==> src/rtl/mem_stage.sv <==
// MEM pipeline stage: holds one instruction between EXE and WB, formats load
// data and multiplier products, and exposes bypass/hazard/exception status.
module mem_stage #(
  parameter int EXC_W   = 16,
  parameter int ES2MS_W = 78 + EXC_W,
  parameter int MS2WS_W = 70 + EXC_W
) (
  input  logic               clk,
  input  logic               resetn,
  input  logic               es2ms_valid,
  output logic               ms_allowin,
  input  logic [ES2MS_W-1:0] es2ms_bus,
  input  logic               res_from_mul,
  input  logic [67:0]        mul_result,
  input  logic [31:0]        data_sram_rdata,
  input  logic               ws_allowin,
  output logic               ms2ws_valid,
  output logic [MS2WS_W-1:0] ms2ws_bus,
  output logic [37:0]        mem_forward_zip,
  output logic               ms_block,
  output logic               ms_ex,
  output logic               ms_csr_re,
  input  logic               wb_ex
);

  logic               ms_valid, fresh, hold_valid;
  logic [ES2MS_W-1:0] bus_r;
  logic               rfm_r;
  logic [31:0]        rdata_hold;
  logic [63:0]        mul_hold;
  logic               latch;

  logic [31:0]      pc, alu_result;
  logic [2:0]       mul_op;
  logic [4:0]       load_op, dest;
  logic             gr_we;
  logic [EXC_W-1:0] except_zip;

  logic [31:0] rdata, ld_res, mul_res, final_result;
  logic [63:0] product;
  logic [7:0]  ld_byte;
  logic [15:0] ld_half;
  logic        ms_rf_we;
  logic        unused_mul_hi;

  assign unused_mul_hi = ^mul_result[67:64];

  assign ms_allowin  = ~ms_valid | ws_allowin;
  assign ms2ws_valid = ms_valid;
  assign latch       = es2ms_valid & ms_allowin;

  always_ff @(posedge clk or negedge resetn) begin
    if (!resetn) begin
      ms_valid   <= 1'b0;
      fresh      <= 1'b0;
      hold_valid <= 1'b0;
    end else begin
      if (wb_ex)           ms_valid <= 1'b0;
      else if (ms_allowin) ms_valid <= es2ms_valid;
      fresh <= latch;
      if (latch)      hold_valid <= 1'b0;
      else if (fresh) hold_valid <= 1'b1;
    end
  end

  // Data registers carry no reset; they are only observed while ms_valid=1.
  always_ff @(posedge clk) begin
    if (latch) begin
      bus_r <= es2ms_bus;
      rfm_r <= res_from_mul;
    end
    if (fresh) begin
      rdata_hold <= data_sram_rdata;
      mul_hold   <= mul_result[63:0];
    end
  end

  assign {pc, mul_op, alu_result, load_op, dest, gr_we, except_zip} = bus_r;

  // Live inputs are only valid in the first MEM cycle; afterwards use the copies.
  assign rdata   = fresh ? data_sram_rdata : rdata_hold;
  assign product = fresh ? mul_result[63:0] : mul_hold;

  always_comb begin
    ld_byte = rdata[7:0];
    case (alu_result[1:0])
      2'd0: ld_byte = rdata[7:0];
      2'd1: ld_byte = rdata[15:8];
      2'd2: ld_byte = rdata[23:16];
      2'd3: ld_byte = rdata[31:24];
      default: ld_byte = rdata[7:0];
    endcase
  end

  assign ld_half = alu_result[1] ? rdata[31:16] : rdata[15:0];

  always_comb begin
    ld_res = 32'd0;
    if (load_op[0]) ld_res = {{24{ld_byte[7]}}, ld_byte};
    if (load_op[3]) ld_res = {24'd0, ld_byte};
    if (load_op[1]) ld_res = {{16{ld_half[15]}}, ld_half};
    if (load_op[4]) ld_res = {16'd0, ld_half};
    if (load_op[2]) ld_res = rdata;
  end

  always_comb begin
    mul_res = 32'd0;
    if (mul_op[0])             mul_res = product[31:0];
    if (mul_op[1] | mul_op[2]) mul_res = product[63:32];
  end

  always_comb begin
    final_result = alu_result;
    if (|load_op)   final_result = ld_res;
    else if (rfm_r) final_result = mul_res;
  end

  // Bit 1 of except_zip marks a CSR read, not an exception.
  assign ms_ex     = ms_valid & |(except_zip & ~EXC_W'(2));
  assign ms_csr_re = ms_valid & except_zip[1];
  assign ms_rf_we  = ms_valid & gr_we & ~ms_ex;
  assign ms_block  = ms_valid & |load_op & ~fresh & ~hold_valid;

  assign ms2ws_bus       = {pc, final_result, dest, gr_we, except_zip};
  assign mem_forward_zip = {ms_rf_we, dest, final_result};

endmodule

==> config.mk <==
export PLATFORM = sky130hd
export DESIGN_NAME = mem_stage
export DESIGN_NICKNAME = d
export VERILOG_FILES = /design/src/rtl/mem_stage.sv
export SDC_FILE = /design/constraint.sdc
export NUM_CORES = 1
export LEC_CHECK = 0
export BUFFER_PORTS_ARGS = -buffer_cell sky130_fd_sc_hd__buf_2
export CAP_MARGIN = 20
export CELL_PAD_IN_SITES_DETAIL_PLACEMENT = 1
export CELL_PAD_IN_SITES_GLOBAL_PLACEMENT = 2
export CORE_MARGIN = 2
export CORE_UTILIZATION = 32
export CTS_BUF_LIST = sky130_fd_sc_hd__clkbuf_8
export DETAILED_ROUTE_END_ITERATION = 8
export PLACE_DENSITY_LB_ADDON = 0.1
export SLEW_MARGIN = 20
export SYNTH_ARGS = -nofsm -noshare
export SYNTH_HDL_FRONTEND = slang
export SYNTH_SLANG_ARGS = --single-unit
==> constraint.sdc <==
create_clock -name clk -period 4.15 [get_ports clk]
set_input_delay 0.415 -clock clk [delete_from_list [all_inputs] [get_ports clk]]
set_output_delay 0.415 -clock clk [all_outputs]
set_load 0.005 [all_outputs]
==> run metrics, run 1 <==
Final Skew around 14 ps; Root Buffer clkbuf_8; # rows 59; IR drop worst, VDD approximately 180 µV; Post-synth EDFFs 95; core area about 0.026 mm²; most common library cell in the layout ignoring fill and taps buf_2; hold path cells 2; worst-margin pin slew 1010 ps; Slew HR 0.329; CP Cell Sequence mux4_2 -> o211a_1 -> a31oi_4 -> a22oi_1 -> buf_2; synthesized net count 841; pre-CTS setup slack roughly 1100 ps; final hold violations 0; H-tree depth 4; total track usage 0.177; max-slew violations 0; Leak Pwr between 4 and 5 nW; Primary FF master, synth dfxtp_1; Max clock buf depth 2; Setup CP Type reg -> out; critical-path maximum fanout 42; Finished Core Util 0.386; RSZ-0062 raised after global routing no; Post-synth ARST share 0.0155; share of cells above drive strength 1 0.543; CP top delay family compound AO/OA/AOI/OAI gates; CTS Buf Count 17; Pwr per Cell Area about 420 mW/mm²; number of I/O pins roughly 330; Max-Cap Viols 0; Critical Path AT about 3100 ps; Residual DRC 0; Design Power about 4.2 mW; drt wl/cell 20.2 µm; max incr delay on CP 840 ps; initial DRC count 265; CP Buf/Inv Count 1; Area Overhead vs Synth 19.6%; most frequent cells in the layout buf_2, mux2_2, dfxtp_1; worst-skew pair later-pin latency 460 ps; Crit path depth 5; Tightest Hold Check Type in -> reg; DIE AREA between 0.02 and 0.03 mm²; CTS tree built; Fmax roughly 290 MHz; Ys Warns 0; Yosys cell types between 40 and 50; DR vias 5884; post-DP HPWL around 18000 µm; Final Net Count around 1.1k; IO buf count between 300 and 400; Critical Path Source Type flip-flop; final setup vio count 0; Sink Count ~190; register area a little under 0.005 mm²; Sum Neg Setup Slack 0 ps; Final Worst Setup Slack ~670 ps; CP max-delay cell dfrtp_4; area of the multi-input gates between 0.002 and 0.003 mm²; fillcell total roughly 2.9k; GPL Wtd Cong between 0.7 and 0.8; die height 166 µm; initial antenna violation count 6; worst endpoint required time about 3700 ps; synthesized area 0.00837 mm²; register area share after synthesis 0.579; Syn Inst Count approximately 640; setup bufs post-CTS 0; DR pass1 iterations 4; largest net degree at the start of global routing 75; post-synthesis area per instance approximately 13 µm²; min Tclk post-route roughly 3500 ps; number of global-route vias before repair 6368; Setup crit end kind primary output; Final Routed Wirelength ~25000 µm; Seq cells post-synth 194; reg2reg path depth 3; Initial Utilization 0.323; GRT Residual Overflow 0; via/cell ratio between 4 and 5; run status completed; Final period util 0.838; die width 166 µm; Clk pin slew, worst setup/hold paths around 100 ps; first-pass GRT wire length between 30000 and 40000 µm; ANT nets after route 0
==> power breakdown <==
| group | total, mW | internal, mW | leakage [nW] | switching (mW) |
|---|---|---|---|---|
| registers | 2.27 | 2.20 | 1.77 | 0.0705 |
| logic | 0.706 | 0.355 | 2.35 | 0.350 |
| clock network | 1.20 | 0.454 | 0.193 | 0.742 |
| total | 4.17 | 3.01 | 4.31 | 1.16 |
==> sequential cells by signal, indices dropped and copies added, names as in the netlist <==
| register | cells |
|---|---|
| fresh | 1 |
| mul_hold | 64 |
| bus_r | 94 |
| hold_valid | 1 |
| rfm_r | 1 |
| ms2ws_valid | 1 |
| rdata_hold | 32 |
==> metrics by stage <==
stage | hold WS (ps) | instance area (µm²) | instances
finish | 99.5 | 10000 | 1218
CTS | 46.3 | 10000 | 1214
global placement | 211 | 9620 | 1181
global route | 55.4 | 10000 | 1216
floorplan | 119 | 8370 | 641
detailed placement | 215 | 9620 | 1181
==> final timing paths <==
check,start,to,slack (ps)
worst max register to register,ms2ws_valid,bus_r[56],1980
worst max-delay path,fresh,mem_forward_zip[31],670
max in group asynchronous,resetn,fresh,3750
worst min register to register,mul_hold[20],mul_hold[20],490
worst min-delay path,wb_ex,ms2ws_valid,100
min in group asynchronous,resetn,ms2ws_valid,280
==> cell families (layout without fill, tap and decap cells) <==
family          count (synthesis)  after routing  share of synthesized area
buf+inv                       134            372                      0.108
compound gates                122            122                      0.113
flops                         194            194                      0.579
mux                           107            107                      0.154
simple gates                   84             84                     0.0459
other cells                     0              4                          0
==> timing repair <==
action / CTS / global route
hold endpoints to repair: 3 / 0
setup endpoints to repair: 0 / 0
hold buffers: 1 / 0
resized for setup: 0 / 0
==> area by class of cell <==
cell class,count,area share
clock buffer,18,0.0247
timing repair buffer,334,0.171
multi-input combinational,313,0.262
sequential,194,0.485
inverter,6,0.00225
clock inverter,14,0.0122
tap,335,0.0419
antenna,4,0.00100
==> routing by layer <==
metal | vias up | track usage | part of all wire
met3 | 27 | 0.0527 | 0.063
met1 | 2888 | 0.214 | 0.41
li1 | 2743 | - | -
met4 | 6 | 0.0461 | 0.012
met2 | 220 | 0.310 | 0.51
met5 | - | 0 | 0.0015
==> cell usage after synthesis (6+ instances only) <==
master / count / area share
dfxtp_1: 96 / 0.23
mux2_2: 96 / 0.13
buf_4: 95 / 0.085
edfxtp_1: 95 / 0.34
nor2_1: 30 / 0.013
a22oi_1: 27 / 0.024
nand2_1: 26 / 0.012
a221oi_1: 23 / 0.024
clkbuf_1: 17 / 0.0076
o21bai_1: 16 / 0.014
a211oi_1: 11 / 0.0099
buf_2: 11 / 0.0066
a21o_1: 10 / 0.0090
a21oi_1: 8 / 0.0048
mux4_2: 8 / 0.022
o21a_1: 7 / 0.0063
inv_1: 6 / 0.0027
(Power assumes the default switching activity.)
==> run 2: changes to the inputs <==
==> constraint.sdc (replaced) <==
create_clock -name clk -period 3.6 [get_ports clk]
set_input_delay 0.36 -clock clk [delete_from_list [all_inputs] [get_ports clk]]
set_output_delay 0.36 -clock clk [all_outputs]
set_load 0.005 [all_outputs]
==> run metrics, run 2 (synthesis results as in run 1) <==
run status completed; GRT Residual Overflow 0; largest net degree at the start of global routing roughly 60; final hold violations 0; initial DRC count around 320; DR pass1 iterations 4; biggest regs bus_r: 94 flops, mul_hold: 64 flops, rdata_hold: 32 flops; IR drop worst, VDD 225 µV; critical-path maximum fanout 36; global-route met2 utilization 0.319; Clk pin slew, worst setup/hold paths around 100 ps; DIE AREA 0.0275 mm²; final setup vio count 0; worst-skew pair later-pin latency between 400 and 500 ps; die height around 170 µm; Leak Pwr 4.31 nW; Largest register FFs 94; Top Usage Layer GRT met2; via/cell ratio between 4 and 5; Setup crit end kind primary output; Final Routed Wirelength 24700 µm; Root Buffer clkbuf_8; Max clock buf depth 2; Top reg by flops bus_r; initial antenna violation count 5; # rows between 50 and 60; Final Skew between 10 and 15 ps; area of the multi-input gates ~0.0026 mm²; Tightest Hold Check Type in -> reg; fillcell total ~2.8k; CP Cell Sequence buf_4 -> mux2_2 -> a221oi_1 -> o21bai_1 -> a22oi_1 -> buf_2; most common library cell in the layout ignoring fill and taps buf_2; Design Power around 4.8 mW; Max-Cap Viols 0; most frequent cells in the layout buf_2, mux2_2, dfxtp_1; GR Layer Usage met3 0.0446; ANT nets after route 0; Slew HR 0.459; max incr delay on CP 580 ps; die width approximately 170 µm; total track usage 0.179; post-DP HPWL around 18000 µm; CTS tree built; Fmax 312 MHz; Area Overhead vs Synth 19.5%; Setup CP Type reg -> out; reg2reg path depth 3; CP max-delay cell dfrtp_4; Critical Path Source Type flip-flop; IO buf count approximately 320; Resized cells post-CTS 0; worst-margin pin slew roughly 810 ps; Final Net Count 1066; Initial Utilization 0.323; core area roughly 0.026 mm²; RSZ-0062 raised after global routing no; CTS Buf Count 17; drt wl/cell ~20 µm; Sum Neg Setup Slack 0 ps; CTS hold repair buffers 1; min Tclk post-route between 3000 and 4000 ps; met1 Usage GRT 0.217; setup bufs post-CTS 0; Residual DRC 0; H-tree depth 4; number of global-route vias before repair between 6k and 7k; GPL Wtd Cong roughly 0.75; register area roughly 0.0049 mm²; first-pass GRT wire length roughly 38000 µm; max-slew violations 0; Pwr per Cell Area 477 mW/mm²; DR vias roughly 5.9k; Critical Path AT between 2000 and 3000 ps; Sink Count 194; worst endpoint required time about 3200 ps; number of I/O pins about 330; Final period util 0.889; share of cells above drive strength 1 0.541; hold path cells 2
==> run 2: metrics by stage <==
stage / hold WS [ps] / cell area [µm²] / utilization / setup WS [ps] / cells
after global placement: 161 / 9640 / 0.372 / 947 / 1181
after global routing: 14.0 / 10000 / 0.386 / 205 / 1216
after detailed placement: 161 / 9640 / 0.372 / 907 / 1181
after CTS: 14.3 / 10000 / 0.386 / 367 / 1213
after floorplan: 64.4 / 8370 / - / 337 / 641
final: 48.1 / 10000 / 0.386 / 400 / 1216
==> run 2: final timing paths <==
path,to,slack [ps],startpoint
max reg2reg,bus_r[24],1650,ms2ws_valid
min,ms2ws_valid,50,wb_ex
min reg2reg,rdata_hold[1],480,rdata_hold[1]
max in group asynchronous,fresh,3250,resetn
max,ms2ws_bus[45],400,fresh
min in group asynchronous,fresh,230,resetn
==> run 2: report_power, final <==
part	leakage [nW]	switching, mW	internal [mW]
logic	2.36	0.415	0.411
clock network	0.187	0.843	0.501
registers	1.77	0.0721	2.53
==> run 2: cell type report <==
type,count,share of cell area
clock inverter,14,0.0120
antenna,3,0.000750
clock buffer,17,0.0234
tap,335,0.0419
inverter,6,0.00225
sequential,194,0.485
timing repair buffer,334,0.172
multi-input combinational,313,0.263
==> run 2: routing by layer <==
layer / up-vias / wire, µm
li1: 2736 / -
met1: 2866 / 10400
met2: 230 / 12600
met3: 20 / 1320
met4: 4 / 336
met5: - / 14
==> run 2: critical path: cells and delay by family, from the launching register on <==
| family | cells | cell delay, ps |
|---|---|---|
| buf+inv | 2 | 650 |
| compound gates | 3 | 710 |
| flops | 1 | 580 |
| mux | 1 | 410 |
==> run 3: changes to the inputs <==
--- a/config.mk
+++ b/config.mk
@@ -5,12 +5,13 @@
 export SDC_FILE = /design/constraint.sdc
 export NUM_CORES = 1
 export LEC_CHECK = 0
+export ABC_AREA = 1
 export BUFFER_PORTS_ARGS = -buffer_cell sky130_fd_sc_hd__buf_2
 export CAP_MARGIN = 20
 export CELL_PAD_IN_SITES_DETAIL_PLACEMENT = 1
 export CELL_PAD_IN_SITES_GLOBAL_PLACEMENT = 2
 export CORE_MARGIN = 2
-export CORE_UTILIZATION = 32
+export CORE_UTILIZATION = 29
 export CTS_BUF_LIST = sky130_fd_sc_hd__clkbuf_8
 export DETAILED_ROUTE_END_ITERATION = 8
 export PLACE_DENSITY_LB_ADDON = 0.1
==> run metrics, run 3 <==
number of I/O pins roughly 330; Clk pin slew, worst setup/hold paths 110 ps; Final Net Count 1381; setup bufs post-CTS 0; first-pass GRT wire length 41700 µm; min Tclk post-route 3090 ps; Setup crit end kind primary output; placed instance area between 0.009 and 0.01 mm²; worst-margin pin slew around 940 ps; number of global-route vias before repair slightly above 7k; worst-skew pair later-pin latency slightly below 500 ps; most common library cell in the layout ignoring fill and taps nand2_1; die height 177 µm; # rows 63; Final period util 0.858; Top reg by flops bus_r; Primary FF master, synth dfxtp_1; Max clock buf depth 2; share of cells above drive strength 1 0.334; drt wl/cell around 17 µm; Pwr per Cell Area around 470 mW/mm²; Design Power 4.88 mW; DIE AREA between 0.03 and 0.04 mm²; IO buf count 324; Critical Path AT 2730 ps; biggest regs bus_r: 94 flops, mul_hold: 64 flops, rdata_hold: 32 flops; synthesized net count ~1.1k; IR drop worst, VDD ~210 µV; dominant cell type by area after synthesis edfxtp_1; CTS Buf Count 17; CTS tree built; Max-Cap Viols 0; final hold violations 0; Sink Count 194; Post-synth EDFFs 95; run status completed; most frequent cell after synthesis nand2_1; Post-synth ARST share 0.0155; RSZ-0062 raised after global routing no; Post-Layout Cell Count ~1.6k; Ys Warns 0; most frequent cells in the layout nand2_1, buf_2, dfxtp_1; GRT Residual Overflow 0; ANT nets after route 0; Area Overhead vs Synth 20.7%; FF-to-FF End bus_r[23]; Setup CP Type reg -> out; Largest register FFs 94; top cells by count, synth nand2_1, buf_4, dfxtp_1; core area just under 0.03 mm²; Residual DRC 0; register area share after synthesis 0.559; Leak Pwr between 5 and 6 nW; DR vias between 7k and 8k; synthesized area between 0.008 and 0.009 mm²; final setup vio count 0; Fmax between 300 and 400 MHz; total track usage 0.179; die width ~180 µm; H-tree depth 4; Final Skew between 15 and 20 ps; top cells by area, synth edfxtp_1, dfxtp_1, nand2_1; Root Buffer clkbuf_8; Finished Core Util 0.354; Seq cells post-synth a little under 200; FF-to-FF setup slack between 1500 and 2000 ps; post-DP HPWL between 20000 and 25000 µm; post-synthesis area per instance approximately 9.2 µm²; Tightest Hold Check Type in -> reg; worst endpoint required time roughly 3200 ps; Initial Utilization 0.294; largest net degree at the start of global routing 70; pre-CTS setup slack 969 ps; DR pass1 iterations 4; Slew HR 0.374; Final Instance Area 0.0105 mm²; Final Routed Wirelength 27600 µm; max-slew violations 0; Final Worst Setup Slack just over 500 ps; dpl cells 1539; critical-path maximum fanout 19; initial antenna violation count 9; RR Startpoint ms2ws_valid; Crit. Startpoint bus_r[24]; worst hold slack around 43 ps; Critical Path Source Type flip-flop; Syn Inst Count 947; Setup crit end mem_forward_zip[5]; GPL Wtd Cong ~0.79; top cell type's share of synthesized area 0.329; Yosys cell types 35; via/cell ratio 4.41; Sum Neg Setup Slack 0 ps; reg2reg path depth 2; initial DRC count 302
-- run 3: cell count changes after synthesis, sizes merged, moves of 23 or more --
cell    before  now
inv          6   48
nand2       26  367
a221oi      23    0
nand3        4   47
o21ai        5   30
mux2        96    0
o211ai       0   31
-- run 3: worst min path at each step --
stage                     cells past startpoint           to          start  slack, ps
final                                         1    bus_r[41]  es2ms_bus[41]         40
after CTS                                     1    bus_r[87]  es2ms_bus[87]        0.1
after floorplan                               0        fresh         resetn         60
after global routing                          1    bus_r[87]  es2ms_bus[87]        0.5
after global placement                        1  ms2ws_valid         resetn        180
after detailed placement                      1  ms2ws_valid         resetn        180
-- run 3: what timing repair did --
action / in CTS / in global routing
gates resized for setup: 0 / 0
hold buffers: 11 / 2
endpoints found under the hold margin: 13 / 2
-- run 3: worst max-delay path: stages (launching register included) --
cell	delay, ps
edfxtp_1	490
buf_4	260
inv_1	410
nand2_1	230
inv_1	200
nand2_1	80
o21ai_1	180
o21bai_1	220
buf_2	180
-- run 3: kinds of logic (layout without fill, tap and decap cells) --
family	Yosys count	count (layout)	share of synthesized area
AO/OA/AOI/OAI	111	111	0.0807
other	0	5	0
flip-flops	194	194	0.559
buffers and inverters	184	431	0.136
AND/OR/NAND/NOR	458	458	0.224
-- run 3: per-layer routing --
layer	up-vias	track usage	routed length [µm]	part of all wire
met3	29	0.0588	2290	0.083
met2	246	0.298	13000	0.47
met4	10	0.0393	277	0.010
met5	-	0	65	0.0024
li1	3490	-	-	-
met1	3233	0.224	11900	0.43
-- run 3: cell type report --
| class | instances | area, µm² |
|---|---|---|
| inverter | 49 | 189 |
| clock buffer | 17 | 234 |
| tap | 390 | 488 |
| sequential | 194 | 4850 |
| timing repair buffer | 350 | 1870 |
| antenna | 5 | 12.5 |
| fill | 3561 | 19100 |
| multi-input combinational | 569 | 2660 |
| clock inverter | 15 | 168 |
-- run 3: power by group --
group | switching (mW) | total [mW] | internal [mW]
sequential | 0.0641 | 2.58 | 2.52
clock | 0.893 | 1.48 | 0.584
combinational | 0.481 | 0.814 | 0.333
